===== config.mk =====
export PLATFORM = sky130hd
export DESIGN_NAME = cpu_param
export DESIGN_NICKNAME = d
export VERILOG_FILES = /design/src/rtl/cpu_param.sv
export SDC_FILE = /design/constraint.sdc
export NUM_CORES = 1
export LEC_CHECK = 0
export CAP_MARGIN = 20
export CORE_MARGIN = 8
export CORE_UTILIZATION = 53
export DETAILED_ROUTE_END_ITERATION = 16
export PLACE_DENSITY = 0.74
export SYNTH_ARGS = -nofsm -noshare
export SYNTH_HDL_FRONTEND = slang
export SYNTH_SLANG_ARGS = --single-unit

===== constraint.sdc =====
create_clock -name CLK -period 15.15 [get_ports CLK]
set_input_delay 3.03 -clock CLK [delete_from_list [all_inputs] [get_ports CLK]]
set_output_delay 3.03 -clock CLK [all_outputs]
set_load 0.005 [all_outputs]

===== src/rtl/cpu_param.sv =====
// cpu_param: parameterised single-issue CPU core with a two-state
// memory handshake.
//
// Ports:
//   CLK          clock; all state changes on the rising edge
//   RESET        synchronous, active-high reset
//   INSTRUCTION  32-bit instruction at PC:
//                [31:24] opcode, [23:16] RD/OFFSET, [15:8] RT, [7:0] RS/IMM
//   READDATA     data-memory read data (DATA_W)
//   BUSYWAIT     data memory busy
//   PC           instruction address (32)
//   READ/WRITE   data-memory request strobes
//   ADDRESS      data-memory address (ADDR_W), low bits of the ALU result
//   WRITEDATA    store data, reg[RT] (DATA_W)
//   ILLEGAL      undefined opcode seen in RUN
//
// state   | meaning
// --------+------------------------------------------------------------
// RUN     | execute one instruction per cycle, or issue a memory request
// MEMWAIT | hold PC until the memory drops BUSYWAIT, then retire the op
module cpu_param #(
  parameter int DATA_W = 8,
  parameter int REG_N  = 8,
  parameter int ADDR_W = 8
) (
  input  logic              CLK,
  input  logic              RESET,
  input  logic [31:0]       INSTRUCTION,
  input  logic [DATA_W-1:0] READDATA,
  input  logic              BUSYWAIT,
  output logic [31:0]       PC,
  output logic              READ,
  output logic              WRITE,
  output logic [ADDR_W-1:0] ADDRESS,
  output logic [DATA_W-1:0] WRITEDATA,
  output logic              ILLEGAL
);

  localparam int RW = $clog2(REG_N);
  localparam logic [7:0] DW8 = 8'(DATA_W);

  localparam logic [7:0] OP_LOADI = 8'd0;
  localparam logic [7:0] OP_MOV   = 8'd1;
  localparam logic [7:0] OP_ADD   = 8'd2;
  localparam logic [7:0] OP_SUB   = 8'd3;
  localparam logic [7:0] OP_AND   = 8'd4;
  localparam logic [7:0] OP_OR    = 8'd5;
  localparam logic [7:0] OP_J     = 8'd6;
  localparam logic [7:0] OP_BEQ   = 8'd7;
  localparam logic [7:0] OP_LWD   = 8'd8;
  localparam logic [7:0] OP_LWI   = 8'd9;
  localparam logic [7:0] OP_SWD   = 8'd10;
  localparam logic [7:0] OP_SWI   = 8'd11;
  localparam logic [7:0] OP_BNE   = 8'd12;
  localparam logic [7:0] OP_SLL   = 8'd13;
  localparam logic [7:0] OP_SRL   = 8'd14;
  localparam logic [7:0] OP_SRA   = 8'd15;
  localparam logic [7:0] OP_ROR   = 8'd16;

  typedef enum logic {RUN = 1'b0, MEMWAIT = 1'b1} state_t;

  state_t state;

  logic [DATA_W-1:0] regs [REG_N];

  logic [7:0]        opcode, f_rd, f_rt, f_imm;
  logic [RW-1:0]     rd_idx, rt_idx, rs_idx;
  logic [DATA_W-1:0] rt_val, rs_val, imm_z, diff;
  logic [DATA_W-1:0] sll_res, srl_res, sra_res, ror_res;
  logic [7:0]        rot_amt;
  logic              zero;
  logic [31:0]       pc_plus4, pc_branch;

  logic [DATA_W-1:0] alu;
  logic              reg_we, is_mem, is_load, br_taken, illegal_op;

  // Request captured when a memory op leaves RUN; drives the bus in MEMWAIT
  // so ADDRESS/WRITEDATA cannot move even if the fetch port does.
  logic [ADDR_W-1:0] mem_addr_q;
  logic [DATA_W-1:0] mem_wdata_q;
  logic [RW-1:0]     mem_rd_q;
  logic              mem_load_q;

  logic              unused_bits;

  assign opcode = INSTRUCTION[31:24];
  assign f_rd   = INSTRUCTION[23:16];
  assign f_rt   = INSTRUCTION[15:8];
  assign f_imm  = INSTRUCTION[7:0];

  assign rd_idx = f_rd[RW-1:0];
  assign rt_idx = f_rt[RW-1:0];
  assign rs_idx = f_imm[RW-1:0];

  assign rt_val = regs[rt_idx];
  assign rs_val = regs[rs_idx];
  assign imm_z  = DATA_W'(f_imm);
  assign diff   = rt_val - rs_val;
  assign zero   = (diff == '0);

  // Shift amounts at or beyond the register width saturate; rotate wraps.
  assign sll_res = (f_imm >= DW8) ? '0 : (rt_val << f_imm);
  assign srl_res = (f_imm >= DW8) ? '0 : (rt_val >> f_imm);
  assign sra_res = (f_imm >= DW8) ? {DATA_W{rt_val[DATA_W-1]}}
                                  : DATA_W'($signed(rt_val) >>> f_imm);
  assign rot_amt = f_imm % DW8;
  // A zero rotate shifts the left term out entirely, leaving rt_val intact.
  assign ror_res = (rt_val >> rot_amt) | (rt_val << (DW8 - rot_amt));

  assign pc_plus4  = PC + 32'd4;
  assign pc_branch = pc_plus4 + {{22{f_rd[7]}}, f_rd, 2'b00};

  always_comb begin
    alu        = '0;
    reg_we     = 1'b0;
    is_mem     = 1'b0;
    is_load    = 1'b0;
    br_taken   = 1'b0;
    illegal_op = 1'b0;
    case (opcode)
      OP_LOADI: begin alu = imm_z;           reg_we = 1'b1; end
      OP_MOV:   begin alu = rs_val;          reg_we = 1'b1; end
      OP_ADD:   begin alu = rt_val + rs_val; reg_we = 1'b1; end
      OP_SUB:   begin alu = diff;            reg_we = 1'b1; end
      OP_AND:   begin alu = rt_val & rs_val; reg_we = 1'b1; end
      OP_OR:    begin alu = rt_val | rs_val; reg_we = 1'b1; end
      OP_J:     br_taken = 1'b1;
      OP_BEQ:   br_taken = zero;
      OP_BNE:   br_taken = ~zero;
      OP_LWD:   begin alu = rs_val; is_mem = 1'b1; is_load = 1'b1; end
      OP_LWI:   begin alu = imm_z;  is_mem = 1'b1; is_load = 1'b1; end
      OP_SWD:   begin alu = rs_val; is_mem = 1'b1; end
      OP_SWI:   begin alu = imm_z;  is_mem = 1'b1; end
      OP_SLL:   begin alu = sll_res; reg_we = 1'b1; end
      OP_SRL:   begin alu = srl_res; reg_we = 1'b1; end
      OP_SRA:   begin alu = sra_res; reg_we = 1'b1; end
      OP_ROR:   begin alu = ror_res; reg_we = 1'b1; end
      default:  illegal_op = 1'b1;
    endcase
  end

  always_ff @(posedge CLK) begin
    if (RESET) begin
      state       <= RUN;
      PC          <= '0;
      mem_addr_q  <= '0;
      mem_wdata_q <= '0;
      mem_rd_q    <= '0;
      mem_load_q  <= 1'b0;
      for (int i = 0; i < REG_N; i++) regs[i] <= '0;
    end else if (state == RUN) begin
      if (!BUSYWAIT) begin
        if (is_mem) begin
          state       <= MEMWAIT;
          mem_addr_q  <= alu[ADDR_W-1:0];
          mem_wdata_q <= rt_val;
          mem_rd_q    <= rd_idx;
          mem_load_q  <= is_load;
        end else begin
          PC <= br_taken ? pc_branch : pc_plus4;
          if (reg_we) regs[rd_idx] <= alu;
        end
      end
    end else begin
      if (!BUSYWAIT) begin
        if (mem_load_q) regs[mem_rd_q] <= READDATA;
        PC    <= pc_plus4;
        state <= RUN;
      end
    end
  end

  assign ADDRESS   = (state == MEMWAIT) ? mem_addr_q  : alu[ADDR_W-1:0];
  assign WRITEDATA = (state == MEMWAIT) ? mem_wdata_q : rt_val;

  // In MEMWAIT the strobe follows BUSYWAIT so it falls on the retiring cycle.
  assign READ  = ~RESET & ((state == RUN) ? (is_mem & is_load)
                                          : (mem_load_q & BUSYWAIT));
  assign WRITE = ~RESET & ((state == RUN) ? (is_mem & ~is_load)
                                          : (~mem_load_q & BUSYWAIT));
  assign ILLEGAL = ~RESET & (state == RUN) & illegal_op;

  assign unused_bits = ^{f_rt, alu};

endmodule

# --- Yosys cells after proc, flatten, opt, wreduce, memory -nomap -nowiden ---
# Memory sizes are Yosys's and may differ from the RTL's.
# Index checks and enable logic that the tools add are counted.
classes:
  add_sub_neg: 5
  order_cmp: 1
  eq_ne: 17
  shifts: 5
  n_mux: 41
  bitwise_logic: 17
  reduce_logical: 12
op_table:
  columns: ["cell", "count"]
  rows:
  - ["$mux 32", 5]
  - ["$pmux 8 s10", 1]
  - ["$eq 8x4->1 const B", 8]
  - ["$mux 8", 7]
  - ["$add 32x3->32 const B", 1]
  - ["$add 32x32->32", 1]
  - ["$eq 8x3->1 const B", 4]
  - ["$mux 1", 25]
  - ["$reduce_or 17->1", 1]
  - ["$eq 8x2->1 const B", 2]
  - ["$logic_not 8->1", 2]
  - ["$or 8x8->8", 2]
  - ["$reduce_or 8->1", 2]
  - ["$shl 8x8->8", 2]
  - ["$reduce_or 10->1", 1]
  - ["$add 8x8->8", 1]
  - ["$and 1x1->1", 8]
  - ["$and 8x8->8", 1]
  - ["$eq 8x1->1 const B", 1]
  - ["$eq 8x5->1 const B", 1]
  - ["$ge 8x4->1 const B", 1]
  - ["$shr 8x3->8", 1]
  - ["$shr 8x8->8", 1]
  - ["$sshr 8x8->8", 1]
  - ["other kinds (11)", 18]
totals:
  reg_bits: 53
  mem_bits_rw: 64
  inputBits: 43
  elab_cells: 105
  n_memories: 1
memory_table:
  columns: ["name", "words", "width", "read_ports", "rd_ports_with_merged_regs", "wr", "line_no", "source"]
  rows:
  - ["regs", 8, 8, 2, 0, 8, "64", "logic [DATA_W-1:0] regs [REG_N];"]

# --- Logic depth before layout (Yosys ltp) ---
# Gate-level depths: netlist (run 1).
logic_depth:
  word_depth: 12
  depth_mapped: 19
  ltp_nobuf: 17

# --- Least setup slack after synthesis (run 1) ---
# No wires, ideal clock.
synth_path:
  path_kind: "input to output"
  start: "in INSTRUCTION[0]"
  end: "out ADDRESS[2]"
  t_arrival_ns: 6.394
  required_time_ns: 12.120
  setup_slack_ns: 5.726
  stages: 15
  n_path_buf: 2
  cell_sequence: "buf_2 > buf_1 > mux4_2 > mux2i_1 > inv_1 > ha_1 > inv_1 > fa_1 > mux2i_1 > xnor2_1 > a22oi_1 > o311ai_0 > or4_1 > a221oi_2 > a21oi_1"
synth_via:
  elab_chain_len: 5
synth_rtl:
  columns: ["element", "line_no", "source"]
  rows:
  - ["start: declaration", "28", "input logic [31:0] INSTRUCTION,"]
  - ["$sub 4x3->5", "108", "assign ror_res = (rt_val >> rot_amt) | (rt_val << (DW8 - rot_amt));"]
  - ["$shl 8x8->8", "108", null]
  - ["$or 8x8->8", "108", null]
  - ["$pmux 8 s10 (*)", "120", "case (opcode)"]
  - ["$mux 8 (*)", "173", "assign ADDRESS = (state == MEMWAIT) ? mem_addr_q : alu[ADDR_W-1:0];"]
  - ["end: declaration", "34", "output logic [ADDR_W-1:0] ADDRESS,"]
# Mark *: on every way between the ends. The rest lies on a longest branch, timed or not.

# --- Final worst setup path (run 1) ---
layout_path:
  start: "in INSTRUCTION[8]"
  end: "out ADDRESS[4]"
layout_via:
  elab_chain_len: 5
layout_rtl:
  columns: ["element", "line_no", "source"]
  rows:
  - ["$mem_v2 8x8 (*)", null, null]
  - ["named net rt_val[1]", "68", "logic [DATA_W-1:0] rt_val, rs_val, imm_z, diff;"]
  - ["parallel branches: the longest is 2 deep, another holds $sub 8x8->8", null, null]
  - ["$pmux 8 s10 (*)", "120", null]
  - ["$mux 8 (*)", "173", null]
# Mark *: on every way through the listed nets, which the timed path passes.

==> results.md, run 1 <==
* Outcome: complete, no violations
* Core Region at 0.0200 sq mm
* Asr flop ratio synth at 0%
* CTS H-tree lvls at 4
* Crit path DAT at 8.00 ns
* Fmax at 0.0907 GHz
* Postcts setup bufs at 0
* Multi-input gate area at 0.00723 sq mm
* Min-delay worst type: register to register
* Post-DP HPWL at 24000 microns
* Mapped Cells at 1254
* DR WL/cell at 20.9 microns
* Unique masters post-synth at 84
* Final Net Count at 1409
* Synth Register Bits at 115
* # DRC at 0
* Die Width at 158 microns
* Met1 usage at 36.4%
* Top_reg_cell synth: edfxtp_1
* Leak pwr at 4.68 nW
* Fraction of layout cells with a size suffix above 1 at 9.96%
* Layout Skew at 0.0122 ns
* Worst-case reg-to-reg path depth at 16
* Start-to-end type of the worst setup path: input port to primary output
* Clock insertion delay at the later pin of the skew report at 0.44 ns
* Sum Neg Setup Slack at 0 ns
* Worst setup path startpoint: INSTRUCTION[8]
* Global-route wire length before repair at 52500 microns
* Slew Limit Headroom at 36.1%
* Pre-antenna DRT Iters at 5
* Synthesis-to-layout area growth at 15.1%
* Post-place setup slack at 4.19 ns
* CTS clk-pin slew, worst paths at 0.06 ns
* Placed cell count at 1553
* Slowest cell on the critical path: mux4_1
* Critical path's largest stage delay at 0.65 ns
* Detailed Route Iter0 Violations at 1042
* Post-CTS Resized at 0
* GP Congestion at 0.949
* Largest net degree at the start of global routing at 50
* Design Power at 0.00102 W
* Least-Margin Pin Slew at 0.955 ns
* Reg area at 0.00294 sq mm
* Hold buffers post-CTS at 0
* CP Max Fanout at 16
* Register area share after synthesis at 27.6%
* Crit path launch type: input port
* GR Layer Usage met3 at 4.04%
* Root Driver: clkbuf_16
* Post-DP Area at 0.0117 sq mm
* Global route hottest layer: met2
* CTS Sinks at 115
* M2 GR Usage at 42.4%
* Setup WS post-layout at 4.12 ns
* Cell row count at 52
* Syn avg cell area at 8.50 sq um
* TritonCTS clock tree: yes
* R2r setup slk at 9.87 ns
* Tmin final at 11.03 ns
* Max Cap Viol at 0
* Reg2reg start: PC[2]$_SDFFE_PP0P_
* Grt ovf at 0
* Worst-path cell chain: clkdlybuf4s50_1, buf_4, mux4_1, mux2i_2, inv_2, fa_1, nand2b_1, a21oi_1, o21ai_0, o21ai_0, xnor2_1, a2111oi_0, o211ai_1, nor3b_1, a21oi_1, clkdlybuf4s50_1
* Fin cells at 1586
* Die Area at 0.0249 sq mm
* Reg2reg end: PC[31]$_SDFFE_PP0P_
* IO Port Bufs at 86
* All-Layer GR Usage at 26.9%
* Total CTS buffers at 17
* Die Y at 158 microns
* Peak supply drop at 81.9 uV
* CP Capture Type: primary output
* # setup viols final at 0
* Final hold vios at 0
* Worst setup path endpoint: ADDRESS[4]
* Fin crit share at 72.8%
* Cell Area, Synth at 0.0107 sq mm
* Initial antenna violation count at 0
* Final WL at 33200 microns
* Number of global-route vias before repair at 9581
* Filler cells at 1739
* Clock buffer depth at 2
* Post-route cell area at 0.0123 sq mm
* Synth warn at 0
* PwrDens at 82.9 mW/mm^2
* Starting Density at 53.4%
* WP data required at 12.12 ns
* I/O pins at 94
* Vias at 10202
* Via density at 6.43
* RSZ-0062 raised after global routing: no
* Post-route ant nets at 0
* Final max-slew violation count at 0
* Post-synth EDFFs at 64
==> metal layers <==
metal  share of wire (%)  vias to the layer above
met5                   0                        -
met4                 2.9                        0
met3                 7.6                       68
met2                  46                      481
met1                  43                     4907
li1                    -                     4746
==> layout make-up <==
| type | count | share of cell area, % |
|---|---|---|
| Multi-Input combinational cell | 1021 | 58.9 |
| Sequential cell | 115 | 24.0 |
| Timing Repair Buffer | 102 | 7.91 |
| Clock buffer | 17 | 3.47 |
| Tap cell | 270 | 2.75 |
| Clock inverter | 15 | 1.55 |
| Inverter | 45 | 1.38 |
| Antenna cell | 1 | 0.0204 |
==> cell usage in the layout, fill, tap and decap left out, types with 13 or more instances in the layout <==
cell / count
a21o_1: 24
xor2_1: 17
a211oi_1: 27
and3_1: 16
clkdlybuf4s50_1: 84
nand4_1: 13
o21ai_0: 56
nor2_1: 161
clkbuf_16: 17
a21oi_1: 78
nor3_1: 43
nand2_1: 131
mux4_1: 13
nor2b_1: 23
dfxtp_1: 51
nand3_1: 32
ha_1: 61
xnor2_1: 41
buf_4: 16
a31oi_1: 21
mux2_2: 16
mux2i_1: 18
edfxtp_1: 64
inv_1: 37
mux4_2: 27
nand2b_1: 15
==> critical path, delay by kind of cell <==
family	cells	cell delay [ns]
xor+xnor	1	0.15
compound gates	6	1.32
buf+inv	4	1.45
mux	2	1.11
fa+ha+maj	1	0.52
simple gates	2	0.41
==> power by group <==
group	internal [W]	total (W)	switching, W	leakage (nW)
clock	0.000263	0.000435	0.000172	0.302
sequential	0.000338	0.000346	0.00000807	1.07
combinational	0.0000991	0.000237	0.000138	3.30
total	0.000700	0.00102	0.000318	4.68
==> through the flow <==
| stage | util, % | hold slack, ns |
|---|---|---|
| floorplan | - | 0.436 |
| global placement | 58.4 | 0.445 |
| detailed placement | 58.4 | 0.470 |
| CTS | 61.4 | 0.479 |
| global route | 61.4 | 0.509 |
| finish | 61.4 | 0.482 |
==> cells by family (layout without fill, tap and decap cells) <==
family | after synthesis | count (layout) | synth area share (%)
other cells | 1 | 3 | 0.0352
xor+xnor | 58 | 58 | 4.76
fa+ha+maj | 64 | 64 | 7.72
buf+inv | 119 | 179 | 4.65
flops | 115 | 115 | 27.6
simple gates | 505 | 505 | 22.5
mux | 81 | 81 | 13.4
compound gates | 311 | 311 | 19.4
==> sequential cells by signal, summed over array words and instances, names as in the netlist <==
name and count:
mem_load_q 1, mem_rd_q 3, mem_addr_q 8, regs 64, PC 30, state 1
mem_wdata_q 8
==> cells in the mapped netlist, types with 11 or more instances <==
master | number | share of area (%)
nor2_1 | 164 | 5.8
nand2_1 | 131 | 4.6
a21oi_1 | 78 | 3.7
edfxtp_1 | 64 | 18
ha_1 | 61 | 7.2
o21ai_0 | 56 | 2.6
clkbuf_1 | 52 | 1.8
dfxtp_1 | 51 | 9.6
nor3_1 | 43 | 2.0
xnor2_1 | 41 | 3.4
inv_1 | 37 | 1.3
nand3_1 | 32 | 1.5
a211oi_1 | 27 | 1.9
mux4_2 | 27 | 5.7
a21o_1 | 24 | 1.7
nor2b_1 | 23 | 1.3
a31oi_1 | 21 | 1.2
mux2i_1 | 18 | 1.7
xor2_1 | 17 | 1.4
and3_1 | 16 | 0.94
mux2_2 | 16 | 1.7
nand2b_1 | 15 | 0.88
buf_2 | 14 | 0.66
mux4_1 | 13 | 3.2
nand4_1 | 13 | 0.76
or3_1 | 11 | 0.65
==> how the worst min path moves through the flow <==
stage / startpoint / end / cells past startpoint
finish: mem_rd_q[0]$_SDFFE_PP0P_ / mem_rd_q[0]$_SDFFE_PP0P_ / 2
CTS: mem_rd_q[0]$_SDFFE_PP0P_ / mem_rd_q[0]$_SDFFE_PP0P_ / 2
global placement: mem_rd_q[0]$_SDFFE_PP0P_ / mem_rd_q[0]$_SDFFE_PP0P_ / 2
detailed placement: mem_rd_q[0]$_SDFFE_PP0P_ / mem_rd_q[0]$_SDFFE_PP0P_ / 2
global route: mem_rd_q[0]$_SDFFE_PP0P_ / mem_rd_q[0]$_SDFFE_PP0P_ / 2
floorplan: mem_rd_q[0]$_SDFFE_PP0P_ / mem_rd_q[0]$_SDFFE_PP0P_ / 2
(Power assumes the default switching activity.)
==> run 2, diff against run 1 <==
--- a/config.mk
+++ b/config.mk
@@ -9,7 +9,7 @@
 export CORE_MARGIN = 8
 export CORE_UTILIZATION = 53
 export DETAILED_ROUTE_END_ITERATION = 16
-export PLACE_DENSITY = 0.74
+export PLACE_DENSITY = 0.77
 export SYNTH_ARGS = -nofsm -noshare
 export SYNTH_HDL_FRONTEND = slang
 export SYNTH_SLANG_ARGS = --single-unit
==> constraint.sdc (replaced) <==
create_clock -name CLK -period 9.25 [get_ports CLK]
set_input_delay 1.85 -clock CLK [delete_from_list [all_inputs] [get_ports CLK]]
set_output_delay 1.85 -clock CLK [all_outputs]
set_load 0.005 [all_outputs]
==> run 2 against run 1 <==
Worst setup slack lost 3.5 ns. Hold slack lost 0.023 ns. Final area rose by 0.16%. Routed wire length increased by 0.48%. Total power rose by 58%. Highest routed layer unchanged.
==> results.md, run 2 (synthesized netlist as in run 1, its figures left out) <==
* Placed cell count at 1562
* Total CTS buffers at 17
* Slew Limit Headroom at 28.1%
* Fraction of layout cells with a size suffix above 1 at 10.6%
* Tmin final at 8.64 ns
* Synthesis-to-layout area growth at 15.3%
* Root Driver: clkbuf_16
* Cell row count at 52
* Hold buffers post-CTS at 0
* CTS H-tree lvls at 4
* Least-Margin Pin Slew at 1.08 ns
* All-Layer GR Usage at 26.9%
* Top reg by flops: regs
* Fin cells at 1594
* Outcome: complete, no violations
* # setup viols final at 0
* Clock insertion delay at the later pin of the skew report at 0.43 ns
* Pre-antenna DRT Iters at 6
* R2r setup slk at 3.91 ns
* Detailed Route Iter0 Violations at 1297
* Leak pwr at 4.69 nW
* Max Cap Viol at 0
* RSZ-0062 raised after global routing: no
* Starting Density at 53.4%
* Fin crit share at 93.4%
* WP data required at 7.40 ns
* DR WL/cell at 20.9 microns
* CTS Sinks at 115
* Min-delay worst type: register to register
* Antenna cells at 0
* CP Capture Type: primary output
* Commonest non-fill, non-tap cells in the layout: nor2_1 (161), nand2_1 (131), clkdlybuf4s50_1 (84), a21oi_1 (78), edfxtp_1 (64)
* Biggest regs: regs: 64 flops, PC: 30 flops
* TritonCTS clock tree: yes
* IO Port Bufs at 86
* Postcts setup bufs at 0
* Crit path launch type: input port
* Final max-slew violation count at 0
* Post-DP HPWL at 24800 microns
* Final WL at 33400 microns
* Clock buffer depth at 2
* GP Congestion at 0.979
* Final hold vios at 0
* Die Y at 158 microns
* Global-route wire length before repair at 52600 microns
* Post-CTS Resized at 0
* Post-route ant nets at 0
* CTS clk-pin slew, worst paths at 0.06 ns
* Initial antenna violation count at 0
* Global route hottest layer: met2
* Largest net degree at the start of global routing at 50
* Crit path DAT at 6.79 ns
* # DRC at 0
* Most common cell after layout, fill and taps aside: nor2_1
* Number of global-route vias before repair at 9528
* PwrDens at 131 mW/mm^2
* Peak supply drop at 122 uV
* M2 GR Usage at 42.2%
* Layout Skew at 0.0102 ns
* I/O pins at 94
* Die Area at 0.0249 sq mm
* Grt ovf at 0
* Vias at 10282
* Fmax at 0.116 GHz
* Final Net Count at 1418
* CP Max Fanout at 7
* Core Region at 0.0200 sq mm
* Die Width at 158 microns
* GR Layer Usage met3 at 4.94%
* Met1 usage at 36.6%
* Sum Neg Setup Slack at 0 ns
* Start-to-end type of the worst setup path: input port to primary output
* Max FFs per register at 64
* Via density at 6.45
==> run 2: cell types whose count changed in the layout (fill, tap and decap cells not counted), sizes merged <==
cell | previous run | this run
clkinv | 5 | 7
clkinvlp | 0 | 1
buf | 18 | 27
bufinv | 3 | 1
inv | 52 | 51
diode | 1 | 0
==> run 2: path summary, 6_finish.rpt <==
kind                                  from                  endpoint  cells after the start
setup / recovery            INSTRUCTION[8]                ADDRESS[4]                     16
hold / removal    mem_rd_q[0]$_SDFFE_PP0P_  mem_rd_q[0]$_SDFFE_PP0P_                      2
setup reg to reg        PC[2]$_SDFFE_PP0P_       PC[31]$_SDFFE_PP0P_                     16
hold reg to reg   mem_rd_q[0]$_SDFFE_PP0P_  mem_rd_q[0]$_SDFFE_PP0P_                      2
==> run 2: cell type report <==
type                            instances  area [sq um]
Clock buffer                           17           425
Tap cell                              270           338
Multi-Input combinational cell       1021          7230
Inverter                               45           169
Clock inverter                         15           145
Timing Repair Buffer                  111          1040
Fill cell                            1706          7680
Sequential cell                       115          2940
==> run 2: per-layer routing <==
| metal | wire length (microns) | part of all wire [%] |
|---|---|---|
| met1 | 14100 | 42 |
| met3 | 2960 | 8.9 |
| met4 | 848 | 2.5 |
| met2 | 15500 | 46 |
| met5 | 0 | 0 |
==> run 2: report_power, final <==
group          total [W]  switching [W]  internal (W)
Clock           0.000653       0.000277      0.000376
Sequential      0.000566      0.0000131      0.000553
Combinational   0.000393       0.000227      0.000166
==> run 2: per-stage QoR <==
step	setup WS, ns	cell area, sq um	total power [W]	hold slack (ns)	utilization [%]
6_report	0.610	12300	0.00161	0.459	61.5
5_1_grt	0.322	12300	0.00167	0.474	61.5
4_1_cts	0.681	12300	0.00160	0.456	61.5
3_5_place_dp	0.704	11700	0.000960	0.447	58.7
3_3_place_gp	0.795	11700	0.000953	0.444	58.7
2_1_floorplan	2.19	10700	0.000838	0.436	-
==> run 2: worst max-delay path: stages <==
cell	delay, ns
clkdlybuf4s50_1	0.78
mux4_2	0.61
mux2i_1	0.46
ha_1	0.25
inv_1	0.05
fa_1	0.45
nand2b_1	0.17
a21oi_1	0.11
o21ai_0	0.15
o21ai_0	0.12
xnor2_1	0.15
a2111oi_0	0.48
o211ai_1	0.30
nor3b_1	0.30
a21oi_1	0.07
clkdlybuf4s50_1	0.47
==> run 3, diff against run 2 <==
--- a/config.mk
+++ b/config.mk
@@ -8,6 +8,7 @@
 export CAP_MARGIN = 20
 export CORE_MARGIN = 8
 export CORE_UTILIZATION = 53
+export CTS_BUF_LIST = sky130_fd_sc_hd__clkbuf_8
 export DETAILED_ROUTE_END_ITERATION = 16
 export PLACE_DENSITY = 0.77
 export SYNTH_ARGS = -nofsm -noshare
==> run 3 against run 2 <==
Combinational power about the same. Die area unchanged. Sequential power about the same. Highest routed layer unchanged. Non-clock buffer count unchanged.
==> results.md, run 3 (synthesized netlist as in run 1, its figures left out) <==
* WL met2 at 15300 microns
* # DRC at 0
* Cell row count at 52
* GP Congestion at 0.979
* Detailed Route Iter0 Violations at 1046
* Root Driver: clkbuf_8
* Post-CTS Resized at 0
* Post-place setup slack at 0.704 ns
* Top reg by flops: regs
* Int Pwr at 0.000937 W
* IO Port Bufs at 86
* Antenna cells at 0
* Most common cell after layout, fill and taps aside: nor2_1
* Max FFs per register at 64
* Vias at 10211
* All-Layer GR Usage at 26.5%
* Total CTS buffers at 17
* Multi-input gate area at 0.00723 sq mm
* DR WL/cell at 20.8 microns
* Top sig layer: met4
* Crit path launch type: input port
* WP data required at 7.40 ns
* Net Sw Frac at 34.2%
* Final Net Count at 1418
* CP Capture Type: primary output
* Fin crit share at 93.5%
* Slowest cell on the critical path: clkdlybuf4s50_1
* Post-DP HPWL at 24800 microns
* Biggest regs: regs: 64 flops, PC: 30 flops
* Via density at 6.41
* CP Max Fanout at 7
* CTS Sinks at 115
* Clock buffer depth at 2
* Design Power at 0.00142 W
* CTS clk-pin slew, worst paths at 0.08 ns
* Start-to-end type of the worst setup path: input port to primary output
* Outcome: complete, no violations
* Fraction of layout cells with a size suffix above 1 at 10.6%
* Clock insertion delay at the later pin of the skew report at 0.44 ns
* Filler cells at 1754
* Pre-antenna DRT Iters at 5
* Commonest non-fill, non-tap cells in the layout: nor2_1 (161), nand2_1 (131), clkdlybuf4s50_1 (84), a21oi_1 (78), edfxtp_1 (64)
* Fmax at 0.116 GHz
* Critical path's largest stage delay at 0.78 ns
* Largest net degree at the start of global routing at 50
* Clock share of power at 32.7%
* Global-route wire length before repair at 52100 microns
* Setup WS post-layout at 0.598 ns
* Number of global-route vias before repair at 9504
* CTS H-tree lvls at 4
* Leak pwr at 4.61 nW
* Slew Limit Headroom at 27.7%
* Die Width at 158 microns
* Initial antenna violation count at 0
* Fin cells at 1594
* Tmin final at 8.65 ns
* Worst-path cell chain: clkdlybuf4s50_1, mux4_2, mux2i_1, ha_1, inv_1, fa_1, nand2b_1, a21oi_1, o21ai_0, o21ai_0, xnor2_1, a2111oi_0, o211ai_1, nor3b_1, a21oi_1, clkdlybuf4s50_1
* Core Region at 0.0200 sq mm
* Die Y at 158 microns
* Placed cell count at 1562
* Combinational Power Share at 27.6%
* # setup viols final at 0
* Starting Density at 53.4%
* Max Cap Viol at 0
* Post-route ant nets at 0
* Synthesis-to-layout area growth at 13.5%
* Least-Margin Pin Slew at 1.08 ns
* I/O pins at 94
* Reg area at 0.00294 sq mm
* Peak supply drop at 81.0 uV
* Postcts setup bufs at 0
* Final hold vios at 0
* Hold buffers post-CTS at 0
* TritonCTS clock tree: yes
* Final max-slew violation count at 0
* Final WL at 33100 microns
* Crit path DAT at 6.80 ns
* RSZ-0062 raised after global routing: no
* PwrDens at 118 mW/mm^2
* Net switching power at 0.000488 W
* Metal3 WL at 2860 microns
* Sum Neg Setup Slack at 0 ns
* Register share of total power at 39.7%
* Grt ovf at 0
* Layout Skew at 0.0139 ns
* Final Util at 60.6%
* DRT met1 WL at 14200 microns
* Min-delay worst type: register to register
* Die Area at 0.0249 sq mm
[run 3: cell counts in the layout (fill, tap and decap cells not counted)]
No cell type changed its count.
[run 3: stage by stage]
step | hold slack (ns) | cell area [sq um]
2_1_floorplan | 0.436 | 10700
3_3_place_gp | 0.444 | 11700
3_5_place_dp | 0.447 | 11700
4_1_cts | 0.458 | 12100
5_1_grt | 0.477 | 12100
6_report | 0.459 | 12100
[run 3: worst paths after layout]
kind | slack, ns | depth (start not counted) | endpoint | from
min | 0.46 | 2 | mem_rd_q[0]$_SDFFE_PP0P_ | mem_rd_q[0]$_SDFFE_PP0P_
max reg2reg | 3.96 | 16 | PC[31]$_SDFFE_PP0P_ | PC[2]$_SDFFE_PP0P_
max | 0.60 | 16 | ADDRESS[4] | INSTRUCTION[8]
min reg2reg | 0.46 | 2 | mem_rd_q[0]$_SDFFE_PP0P_ | mem_rd_q[0]$_SDFFE_PP0P_
[run 3: critical path: cells and delay by family]
kind | cells | cell delay, ns
AOI/OAI and AO/OA | 6 | 1.21
xor gates and xnor gates | 1 | 0.15
adders and majority gates | 2 | 0.71
buffers and inverters | 3 | 1.30
muxes | 2 | 1.10
and+or+nand+nor | 2 | 0.48
[run 3: power groups by stage]
stage,Combinational (W),Clock (W),Sequential [W]
after global placement,0.000379,0,0.000575
after detailed placement,0.000383,0,0.000576
after CTS,0.000386,0.000471,0.000565
after floorplan,0.000266,0,0.000572
final,0.000393,0.000467,0.000565
after global routing,0.000426,0.000497,0.000567
[run 3: final cells by class]
type                       instances  share of cell area, %
sequential                       115                   24.3
tap                              270                   2.79
multi-input combinational       1021                   59.8
inverter                          45                   1.40
clock buffer                      17                   1.93
clock inverter                    15                   1.20
timing repair buffer             111                   8.58
[run 3: routing by layer]
| layer | track usage (%) | vias to the layer above |
|---|---|---|
| met5 | 0 | - |
| met4 | 9.43 | 0 |
| met3 | 5.02 | 52 |
| met2 | 41.3 | 484 |
| met1 | 36.2 | 4902 |
| li1 | - | 4773 |
==> variant 1: new RTL, config.mk and constraints of run 2 <==
Set the parameter `REG_N` to 16 (it was 8).
--- a/src/rtl/cpu_param.sv
+++ b/src/rtl/cpu_param.sv
@@ -20,7 +20,7 @@
 // MEMWAIT | hold PC until the memory drops BUSYWAIT, then retire the op
 module cpu_param #(
   parameter int DATA_W = 8,
-  parameter int REG_N  = 8,
+  parameter int REG_N  = 16,
   parameter int ADDR_W = 8
 ) (
   input  logic              CLK,
Formal check against the unedited RTL: not equivalent (Yosys sat finds a counterexample within 4 cycles, from zero or initial values and one cycle with RESET high).
==> variant 1 against run 2 <==
Total power is 35% higher; synthesized cell count rose by 15%; critical path type unchanged; area after synthesis rose by 29%; critical endpoint is now ADDRESS[6]; critical path depth unchanged; global-route usage fell by 0.48 points; first-iteration DRC count is 14% lower; sequential cell count is 65 higher; setup slack lost 0.14 ns; count of clock-buffer cells in the layout is the same; cell area grew 27%; sequential power up 60%; register-to-register slack improved by 0.15 ns; routed wire length grew 25%; largest power group is now registers.
==> variant 1: results <==
[status]
outcome = finished clean

[final_layout]
post_layout_cell_count = 1842
fin_nets = 1593
layout-drive-gt1-share_pct = 12.7
synthToLayoutAreaGrowth_pct = 13.0
fillCellCount = 2104

[clocking]
clock_latency_ns = 0.45
clkTransAtPathRegs_ns = 0.08

[pwr]
cellLeakagePower_uw = 0.00549
irDropWorstVdd_mv = 0.150

[yosys]
post_synth_xor_area_fraction_pct = 3.50
netlist_top_cells_count = nor2_1 (202), nand2_1 (139), edfxtp_1 (128)
synthAdderAreaFrac_pct = 5.34
synth_compound_gate_area_share_pct = 15.7
yosysUniqueCellTypes = 83
synth-edff-count = 128
synthMuxAreaShare_pct = 16.5
post_synth_main_area_contributors = edfxtp_1 (28%), mux4_2 (13%), dfxtp_1 (7.6%)

[placed_design]
placement.io_buffers = 87
dpl_worst_slack_ns = 0.525
hpwl_um = 30600
placement.cell_area_sq_mm = 0.0149
finalWeightedCongestion = 0.980

[routing]
detail_route.vias_per_cell = 6.52
drt_first_iter_violations = 1117
drt-total-wl_um = 41600
firstDrtPassIters = 5

[sta]
hold_slack_ns = 0.459
max-slew-margin-rel_pct = 27.3
timing.clock.skew_ns = 0.0195

[grt]
globalRouteMet2Util_pct = 43.4
grt_start_max_net_pins = 79
groute.usage.overall_pct = 26.4
antenna_found_initial = 3

[critical_path]
timing.critical_path.fanout_max = 25
cpMaxStageDelayCell = buf_2
critical-path-max-stage-delay_ns = 0.66
[variant 1: routing by layer]
| metal | up-vias | share of wire, % |
|---|---|---|
| met2 | 631 | 47 |
| met1 | 5757 | 38 |
| met3 | 119 | 10 |
| met4 | 6 | 4.0 |
| li1 | 5503 | - |
| met5 | - | 0.099 |
[variant 1: critical path: cells and delay by family]
family | cells | cell delay [ns]
compound gates | 5 | 1.17
fa+ha+maj | 1 | 0.31
buf+inv | 4 | 1.60
mux | 3 | 1.43
simple gates | 3 | 0.57
[variant 1: power breakdown]
group | switching [uW] | leakage (uW) | total, uW | internal, uW
clock | 400 | 0.000307 | 780 | 380
combinational | 281 | 0.00344 | 490 | 209
sequential | 18.6 | 0.00174 | 904 | 885
[variant 1: final timing paths]
kind	startpoint	to	slack [ns]	cells after the start
setup / recovery	INSTRUCTION[0]	ADDRESS[6]	0.47	16
hold / removal	mem_wdata_q[3]$_SDFFE_PP0P_	mem_wdata_q[3]$_SDFFE_PP0P_	0.46	2
setup reg to reg	regs[13][0]$_SDFFCE_PN0P_	PC[11]$_SDFFE_PP0P_	4.06	16
hold reg to reg	mem_wdata_q[3]$_SDFFE_PP0P_	mem_wdata_q[3]$_SDFFE_PP0P_	0.46	2
[variant 1: layout make-up]
type / count / area share (%)
Antenna cell: 1 / 0.0161
Clock buffer: 17 / 2.73
Clock inverter: 15 / 1.39
Inverter: 47 / 1.13
Multi-Input combinational cell: 1125 / 53.3
Sequential cell: 180 / 31.4
Tap cell: 335 / 2.69
Timing Repair Buffer: 122 / 7.36
==> variant 2: new RTL, settings of run 2 <==
Without the edit above. Remove the case item `OP_ADD` of the case on `opcode`.
--- a/src/rtl/cpu_param.sv
+++ b/src/rtl/cpu_param.sv
@@ -120,7 +120,6 @@
     case (opcode)
       OP_LOADI: begin alu = imm_z;           reg_we = 1'b1; end
       OP_MOV:   begin alu = rs_val;          reg_we = 1'b1; end
-      OP_ADD:   begin alu = rt_val + rs_val; reg_we = 1'b1; end
       OP_SUB:   begin alu = diff;            reg_we = 1'b1; end
       OP_AND:   begin alu = rt_val & rs_val; reg_we = 1'b1; end
       OP_OR:    begin alu = rt_val | rs_val; reg_we = 1'b1; end
Formal check against the unedited RTL: not equivalent (Yosys sat finds a counterexample within 4 cycles, from zero or initial values and one cycle with RESET high).
==> variant 2 against run 2 <==
Setup slack improved by 0.25 ns; cell area decreased by 1.8%; worst hold slack better by 0.0026 ns; routed wire length down 2.7%; global-route usage shrank 0.37 points; sequential cell count stayed put; total power is essentially flat; area after synthesis shrank 2.1%.
==> variant 2: results <==
[grt]
grt_first_pass_wirelength_um = 50600
groute.usage.overall_pct = 26.5
first_global_vias = 9375
grt_start_max_net_pins = 47

[yosys]
synth-edff-count = 64
netlist_top_cells_count = nor2_1 (158), nand2_1 (111), a21oi_1 (65), o21ai_0 (65), edfxtp_1 (64)
post_synth_main_area_contributors = edfxtp_1 (18%), dfxtp_1 (9.8%), ha_1 (7.3%)
yosys_most_used_dff = edfxtp_1
synth_area_per_cell_sq_um = 8.92
yosysUniqueCellTypes = 89
ys_seq_area_share_pct = 28.2

[critical_path]
worst-r2r-setup-slack_ns = 4.38
timing.critical_path.fanout_max = 15
critical_path_arrival_ns = 6.53

[final_layout]
layout-drive-gt1-share_pct = 12.2
fin_nets = 1341

[placed_design]
hpwl_um = 23700
finalWeightedCongestion = 1.02
dpl_worst_slack_ns = 0.983
place_inst = 1480

[pwr]
irDropWorstVdd_mv = 0.113
cellLeakagePower_uw = 0.00447

[clocking]
post-cts-setup-buffer-count = 0

[status]
outcome = finished clean

[routing]
drt_first_iter_violations = 986
route.vias.total = 9808
post_drt_wl_per_cell_um = 21.4
detail_route.vias_per_cell = 6.48

[sta]
period_share_pct = 90.6
timing.clock.skew_ns = 0.0180
worst_slew_pin_slew_ns = 1.08
-- variant 2: metal layers --
| layer | GRT usage, % | up-vias | part of all wire (%) |
|---|---|---|---|
| li1 | - | 4525 | - |
| met4 | 12.6 | 0 | 4.1 |
| met1 | 33.9 | 4679 | 41 |
| met2 | 42.7 | 517 | 46 |
| met3 | 4.91 | 87 | 8.3 |
| met5 | 0 | - | 0 |
-- variant 2: logic make-up after synthesis --
logic type	share of synthesized area (%)
buffers and inverters	4.67
DFF	28.2
and+or+nand+nor	19.1
adders and majority gates	7.69
other	0.0359
muxes	16.5
AOI/OAI and AO/OA	19.3
xor gates and xnor gates	4.45
-- variant 2: layout make-up --
cell class	count	area [sq um]
Sequential cell	115	2940
Inverter	52	195
Multi-Input combinational cell	942	7040
Tap cell	265	332
Timing Repair Buffer	107	1010
Clock inverter	15	139
Clock buffer	17	425
Fill cell	1704	7320
-- variant 2: worst max-delay path: stages --
cell and delay [ns]:
clkdlybuf4s50_1 1.01, buf_4 0.24, mux4_2 0.32, mux2i_4 0.33, inv_2 0.17, ha_1 0.31, or3_1 0.32, a221oi_1 0.26
a21oi_1 0.16, xnor2_1 0.27, a21oi_1 0.16, o2111a_1 0.21, mux2i_1 0.31, clkdlybuf4s50_1 0.59
-- variant 2: stage by stage --
step	hold slack (ns)	utilization, %
5_1_grt	0.502	62.2
2_1_floorplan	0.436	-
4_1_cts	0.466	62.2
3_3_place_gp	0.450	59.3
6_report	0.462	62.2
3_5_place_dp	0.458	59.3
-- variant 2: worst paths after layout --
check	startpoint	end	cells past startpoint
max	INSTRUCTION[9]	ADDRESS[7]	14
min reg2reg	mem_rd_q[0]$_SDFFE_PP0P_	mem_rd_q[0]$_SDFFE_PP0P_	2
max reg2reg	regs[7][1]$_SDFFCE_PN0P_	PC[20]$_SDFFE_PP0P_	14
min	mem_rd_q[0]$_SDFFE_PP0P_	mem_rd_q[0]$_SDFFE_PP0P_	2
-- variant 2: where the power goes --
| part | switching, uW | internal [uW] |
|---|---|---|
| Sequential | 14.4 | 554 |
| Combinational | 226 | 169 |
| Clock | 292 | 355 |
